<file path="config.mk">
export PLATFORM = sky130hd
export DESIGN_NAME = mem_stage
export DESIGN_NICKNAME = d
export VERILOG_FILES = /design/src/rtl/cpu_pkg.sv /design/src/rtl/data_mem.sv /design/src/rtl/mem_stage.sv
export SDC_FILE = /design/constraint.sdc
export NUM_CORES = 2
export LEC_CHECK = 0
export CAP_MARGIN = 20
export CELL_PAD_IN_SITES_DETAIL_PLACEMENT = 0
export CELL_PAD_IN_SITES_GLOBAL_PLACEMENT = 1
export CORE_ASPECT_RATIO = 1.5
export CORE_MARGIN = 1
export CORE_UTILIZATION = 55
export DETAILED_ROUTE_END_ITERATION = 10
export PLACE_DENSITY = 0.87
export SKIP_LAST_GASP = 1
export SLEW_MARGIN = 20
export SYNTH_ARGS = -nofsm -noshare
export SYNTH_HDL_FRONTEND = slang
export SYNTH_HIERARCHICAL = 1
export SYNTH_SLANG_ARGS = --single-unit
</file>
<file path="constraint.sdc">
create_clock -name clock -period 5.5 [get_ports clock]
set_input_delay 1.1 -clock clock [delete_from_list [all_inputs] [get_ports clock]]
set_output_delay 1.1 -clock clock [all_outputs]
set_load 0.01 [all_outputs]
</file>
<file path="src/rtl/cpu_pkg.sv">
// Shared definitions for the 8-bit pipelined processor.
package cpu_pkg;

  localparam int DATA_W       = 8;
  localparam int ADDR_W       = 8;
  localparam int FLUSH_CYCLES = 2;

  // Control bundle carried from EX into MEM.
  typedef struct packed {
    logic wr;
    logic wm;
    logic rm;
    logic neq;
    logic j;
    logic jc;
  } ctrl_t;

  // Squash every side-effecting control bit of a wrong-path instruction.
  function automatic ctrl_t mask_bubble(ctrl_t c, logic live);
    ctrl_t m;
    m     = c;
    m.wr  = c.wr & live;
    m.wm  = c.wm & live;
    m.rm  = c.rm & live;
    m.j   = c.j  & live;
    m.jc  = c.jc & live;
    return m;
  endfunction

endpackage

</file>
<file path="src/rtl/data_mem.sv">
// Data memory: synchronous write, combinational read, no reset on contents.
module data_mem #(
  parameter int DEPTH = 256,
  parameter int AW    = 8,
  parameter int DW    = 8
) (
  input  logic          clock,
  input  logic          we,
  input  logic [AW-1:0] addr,
  input  logic [DW-1:0] wdata,
  output logic [DW-1:0] rdata
);

  logic [DW-1:0] mem_q [DEPTH];

  // Write port commits on the rising edge.
  always_ff @(posedge clock) begin
    if (we) begin
      mem_q[addr] <= wdata;
    end
  end

  // Read sees contents before any same-cycle write.
  assign rdata = mem_q[addr];

endmodule

</file>
<file path="src/rtl/mem_stage.sv">
// Memory-access stage: data memory, jump resolution, wrong-path squash,
// and the MEM/WB pipeline register.
module mem_stage
  import cpu_pkg::*;
#(
  parameter int DEPTH        = 256,
  parameter int FLUSH_CYCLES = cpu_pkg::FLUSH_CYCLES
) (
  input  logic       clock,
  input  logic       reset,
  input  logic       zeroIn,
  input  logic [7:0] acIn,
  input  logic [7:0] ulaJumpIn,
  input  logic [7:0] rsIn,
  input  logic       WRMem,
  input  logic       WMMem,
  input  logic       RMMem,
  input  logic       NEQMem,
  input  logic       JMem,
  input  logic       JCMem,
  output logic       pcSrc,
  output logic [7:0] jumpTarget,
  output logic       flush,
  output logic       WRWb,
  output logic       memToRegWb,
  output logic [7:0] memDataWb,
  output logic [7:0] acWb,
  output logic [7:0] rsWb
);

  localparam int MEM_AW = (DEPTH > 1) ? $clog2(DEPTH) : 1;
  localparam int CNT_W  = (FLUSH_CYCLES > 0) ? $clog2(FLUSH_CYCLES + 1) : 1;
  localparam logic [CNT_W-1:0] CNT_LOAD = CNT_W'(FLUSH_CYCLES);

  logic [CNT_W-1:0]  flush_cnt_q, flush_cnt_d;
  logic              wr_wb_q, wr_wb_d;
  logic              mem_to_reg_wb_q, mem_to_reg_wb_d;
  logic [DATA_W-1:0] mem_data_wb_q, mem_data_wb_d;
  logic [DATA_W-1:0] ac_wb_q, ac_wb_d;
  logic [DATA_W-1:0] rs_wb_q, rs_wb_d;

  ctrl_t             ctrl_raw;
  ctrl_t             ctrl;
  logic              live;
  logic              cond;
  logic              taken;
  logic              mem_we;
  logic [MEM_AW-1:0] mem_addr;
  logic [DATA_W-1:0] mem_rdata;

  // Bubble masking, branch decision and memory addressing.
  always_comb begin
    ctrl_raw = {WRMem, WMMem, RMMem, NEQMem, JMem, JCMem};
    live     = (flush_cnt_q == '0);
    ctrl     = mask_bubble(ctrl_raw, live);
    cond     = ctrl.neq ? ~zeroIn : zeroIn;
    taken    = ctrl.j | (ctrl.jc & cond);
    mem_addr = MEM_AW'(32'(rsIn) % DEPTH);
    // Reset overrides everything, including a store in flight.
    mem_we   = ctrl.wm & ~reset;
  end

  assign pcSrc      = taken;
  assign jumpTarget = ulaJumpIn;
  assign flush      = taken | (flush_cnt_q != '0);

  data_mem #(
    .DEPTH (DEPTH),
    .AW    (MEM_AW),
    .DW    (DATA_W)
  ) u_data_mem (
    .clock (clock),
    .we    (mem_we),
    .addr  (mem_addr),
    .wdata (acIn),
    .rdata (mem_rdata)
  );

  // Next-state for the flush counter and MEM/WB register; capturing the
  // combinational read here gives old data when a store hits the same word.
  always_comb begin
    flush_cnt_d = flush_cnt_q;
    if (taken) begin
      flush_cnt_d = CNT_LOAD;
    end else if (flush_cnt_q != '0) begin
      flush_cnt_d = flush_cnt_q - 1'b1;
    end
    wr_wb_d         = ctrl.wr;
    mem_to_reg_wb_d = ctrl.rm;
    mem_data_wb_d   = ctrl.rm ? mem_rdata : '0;
    ac_wb_d         = acIn;
    rs_wb_d         = rsIn;
  end

  // State registers with synchronous reset.
  always_ff @(posedge clock) begin
    if (reset) begin
      flush_cnt_q     <= '0;
      wr_wb_q         <= 1'b0;
      mem_to_reg_wb_q <= 1'b0;
      mem_data_wb_q   <= '0;
      ac_wb_q         <= '0;
      rs_wb_q         <= '0;
    end else begin
      flush_cnt_q     <= flush_cnt_d;
      wr_wb_q         <= wr_wb_d;
      mem_to_reg_wb_q <= mem_to_reg_wb_d;
      mem_data_wb_q   <= mem_data_wb_d;
      ac_wb_q         <= ac_wb_d;
      rs_wb_q         <= rs_wb_d;
    end
  end

  assign WRWb       = wr_wb_q;
  assign memToRegWb = mem_to_reg_wb_q;
  assign memDataWb  = mem_data_wb_q;
  assign acWb       = ac_wb_q;
  assign rsWb       = rs_wb_q;

endmodule
</file>
==> impl_results.md <==
- Final Hold Fails: 0
- Initial antenna violation count: 2
- Clock power share: 0.403
- Final Max Tran Viols: 0
- Crit path max-delay family: compound AO/OA/AOI/OAI gates
- Sw Ratio: 0.207
- Num rows: 170
- Mapped Area: between 70000 and 80000 µm²
- Period utilization: 0.759
- Area of the multi-input gates: approximately 16000 µm²
- Final-stage net count: roughly 3800
- Via count: 39400
- Post-CTS Hold Buffers: 0
- Crit end category: flip-flop
- I/O Buffers: between 50 and 60
- Initial core utilization: 0.554
- Placed cells: between 5000 and 6000
- Synth Warn #: 6
- Final TNS setup: 0 ns
- Io pins: 69
- Cell-internal power: approximately 25 mW
- CP Max Fanout: 45
- Sequential Area: around 62000 µm²
- Pwr Total: about 32 mW
- Async SR Flop Fraction: 0
- # setup viols final: 0
- Count of cell types in the netlist: 32
- CP startpoint kind: input pin
- Logic pwr share: 0.048
- Die X-Extent: slightly above 300 µm
- Total CTS buffers: around 180
- Sequential fraction of the synthesis area: 0.783
- GPL Wtd Cong: 0.885
- Worst EP required: just over 6 ns
- Cell Pwr Density: ~360 nW/µm²
- Flop pwr share: 0.550
- Wirelength per Cell: between 30 and 40 µm
- P_sw: roughly 6.5 mW
- Leak: 27.0 nW
- Clock net sink count: 2076
- RSZ-0062 raised after global routing: false
- Vias in the first global route: between 40000 and 50000
- Setup WS pre-CTS: roughly 0.58 ns
- Count of flip-flops with a built-in enable after synthesis: 2048
- Clock transition at path regs: about 0.06 ns
- Clock Path Buffers: 3
- Peak supply drop: ~330 µV
- Slowest cell on crit path: o41ai_1
- CP cell instances: buf_8, buf_12, buf_4, mux4_2, a22oi_1, a21oi_1, o41ai_1, nand4_1, and2_1
- Starting DRT DRC Count: between 5000 and 6000
- Total grt overflow: 0
- Core ar.: 143000 µm²
- Clk_skew: roughly 0.040 ns
- Synthesized Nets: 3651
- H-tree Lvls: 4
- Critical Path AT: approximately 4.9 ns
- Commonest non-fill, non-tap cells in the layout: edfxtp_1, mux4_2, a22oi_1
- Worst slew pin tran: between 1 and 1.5 ns
- Worst Setup SP: rsIn[0]
- Total GRT Usage: 0.268
- Share of layout cells above drive strength 1: 0.250
- Post-synthesis register bit count: roughly 2100
- Largest net degree at the start of global routing: around 160
- Post-DP HPWL: between 100000 and 150000 µm
- Clk root buf: clkbuf_16
- Worst R2R Start: flush_cnt_q[1]
- Clk_lat worst skew: between 0.8 and 0.9 ns
- Filler cells: 9092
- Class of the worst hold path: reg2reg
- Die area: roughly 150000 µm²
- HP Start: flush_cnt_q[1]
- Layout overhead on the synthesized area: 12.0%
- Post-route DRC: 0
- Critical path class: in2reg
- Syn avg cell area: approximately 22 µm²
- Post-CTS Setup Bufs: 0
- Avg Vias per Cell: between 6 and 7
- Worst relative slew slack: 0.213
- Routed WL: 194000 µm
- CTS tree: yes
- Post-Syn Instances: approximately 3600
- Max cap viols: 0
- Die Y: 467 µm
- Fmax: between 200 and 250 MHz
- Min Tclk post-route: between 4 and 5 ns
- Remaining antenna violation count: 0
- Prevailing post-synth register cell: edfxtp_1
- Final core utilization: 0.620
- Commonest non-fill, non-tap cell in the layout: edfxtp_1
- Slowest cell delay on critical path: 1.06 ns
- DRT Pass-1 Iters: 8
- Post-CTS resize count: 0
- Fin cells: a little under 6000
- Worst setup margin: between 1 and 1.5 ns
- First-pass GRT wire length: 280000 µm
- CP Buf/Inv Count: 3
- Status: finished, final reports clean
[area by class of cell]
| type | count | area share |
|---|---|---|
| diodes | 4 | 0.000113 |
| clock buffers | 223 | 0.0540 |
| clock inverters | 99 | 0.0126 |
| inverters | 2 | 0.0000846 |
| multi-input cells | 1296 | 0.181 |
| flip-flops and latches | 2076 | 0.699 |
| well taps | 1892 | 0.0267 |
| repair buffers | 237 | 0.0266 |
[flip-flops by register name, indices dropped and copies added (netlist names)]
name,count
flush_cnt_q,2
rsWb,8
u_data_mem/mem_q,2048
acWb,8
memToRegWb,1
WRWb,1
memDataWb,8
[layer usage]
layer | GRT usage | vias up | share of wire
met2 | 0.456 | 2562 | 0.51
li1 | - | 15600 | -
met3 | 0.0501 | 553 | 0.091
met1 | 0.324 | 20700 | 0.33
met5 | 0 | - | 0
met4 | 0.153 | 0 | 0.065
[worst paths after layout]
path / to / cells past startpoint / slack, ns
max: memDataWb[2] / 9 / 1.32
min: flush_cnt_q[0] / 1 / 0.62
max reg2reg: u_data_mem/mem_q[133][3] / 7 / 2.18
min reg2reg: flush_cnt_q[0] / 1 / 0.62
[Yosys cell counts (25+ instances only)]
library cell	number	area, µm²
nor3_1	32	160
dfxtp_1	28	561
edfxtp_1	2048	61500
buf_4	25	188
o41ai_1	33	289
nor2_1	232	871
buf_2	37	185
clkbuf_1	146	548
mux4_2	512	11500
nand2_1	28	105
a22oi_1	256	1920
a21oi_1	128	641
[logic make-up (layout without fill, tap and decap cells)]
logic type	count (synthesis)	after routing	synth area share
other	0	4	0
DFF	2076	2076	0.783
buffers and inverters	246	561	0.0150
muxes	512	512	0.145
and+or+nand+nor	364	364	0.0203
AOI/OAI and AO/OA	419	419	0.0362
xor gates and xnor gates	1	1	0.000111
[power by group through the flow]
stage	logic [mW]	clock network (mW)	registers, mW
after floorplan	0.781	0	17.7
after global placement	1.45	0	17.7
after detailed placement	1.49	0	17.7
after CTS	1.50	12.9	17.4
after global routing	1.56	13.4	17.4
final	1.51	12.8	17.4
[stage by stage]
stage	cell area (µm²)	hold slack, ns
final	88800	0.621
after global routing	88800	0.669
after detailed placement	82800	0.613
after CTS	88700	0.622
after floorplan	79300	0.530
after global placement	82800	0.596
Note: power is estimated with default switching activity, not from simulation.
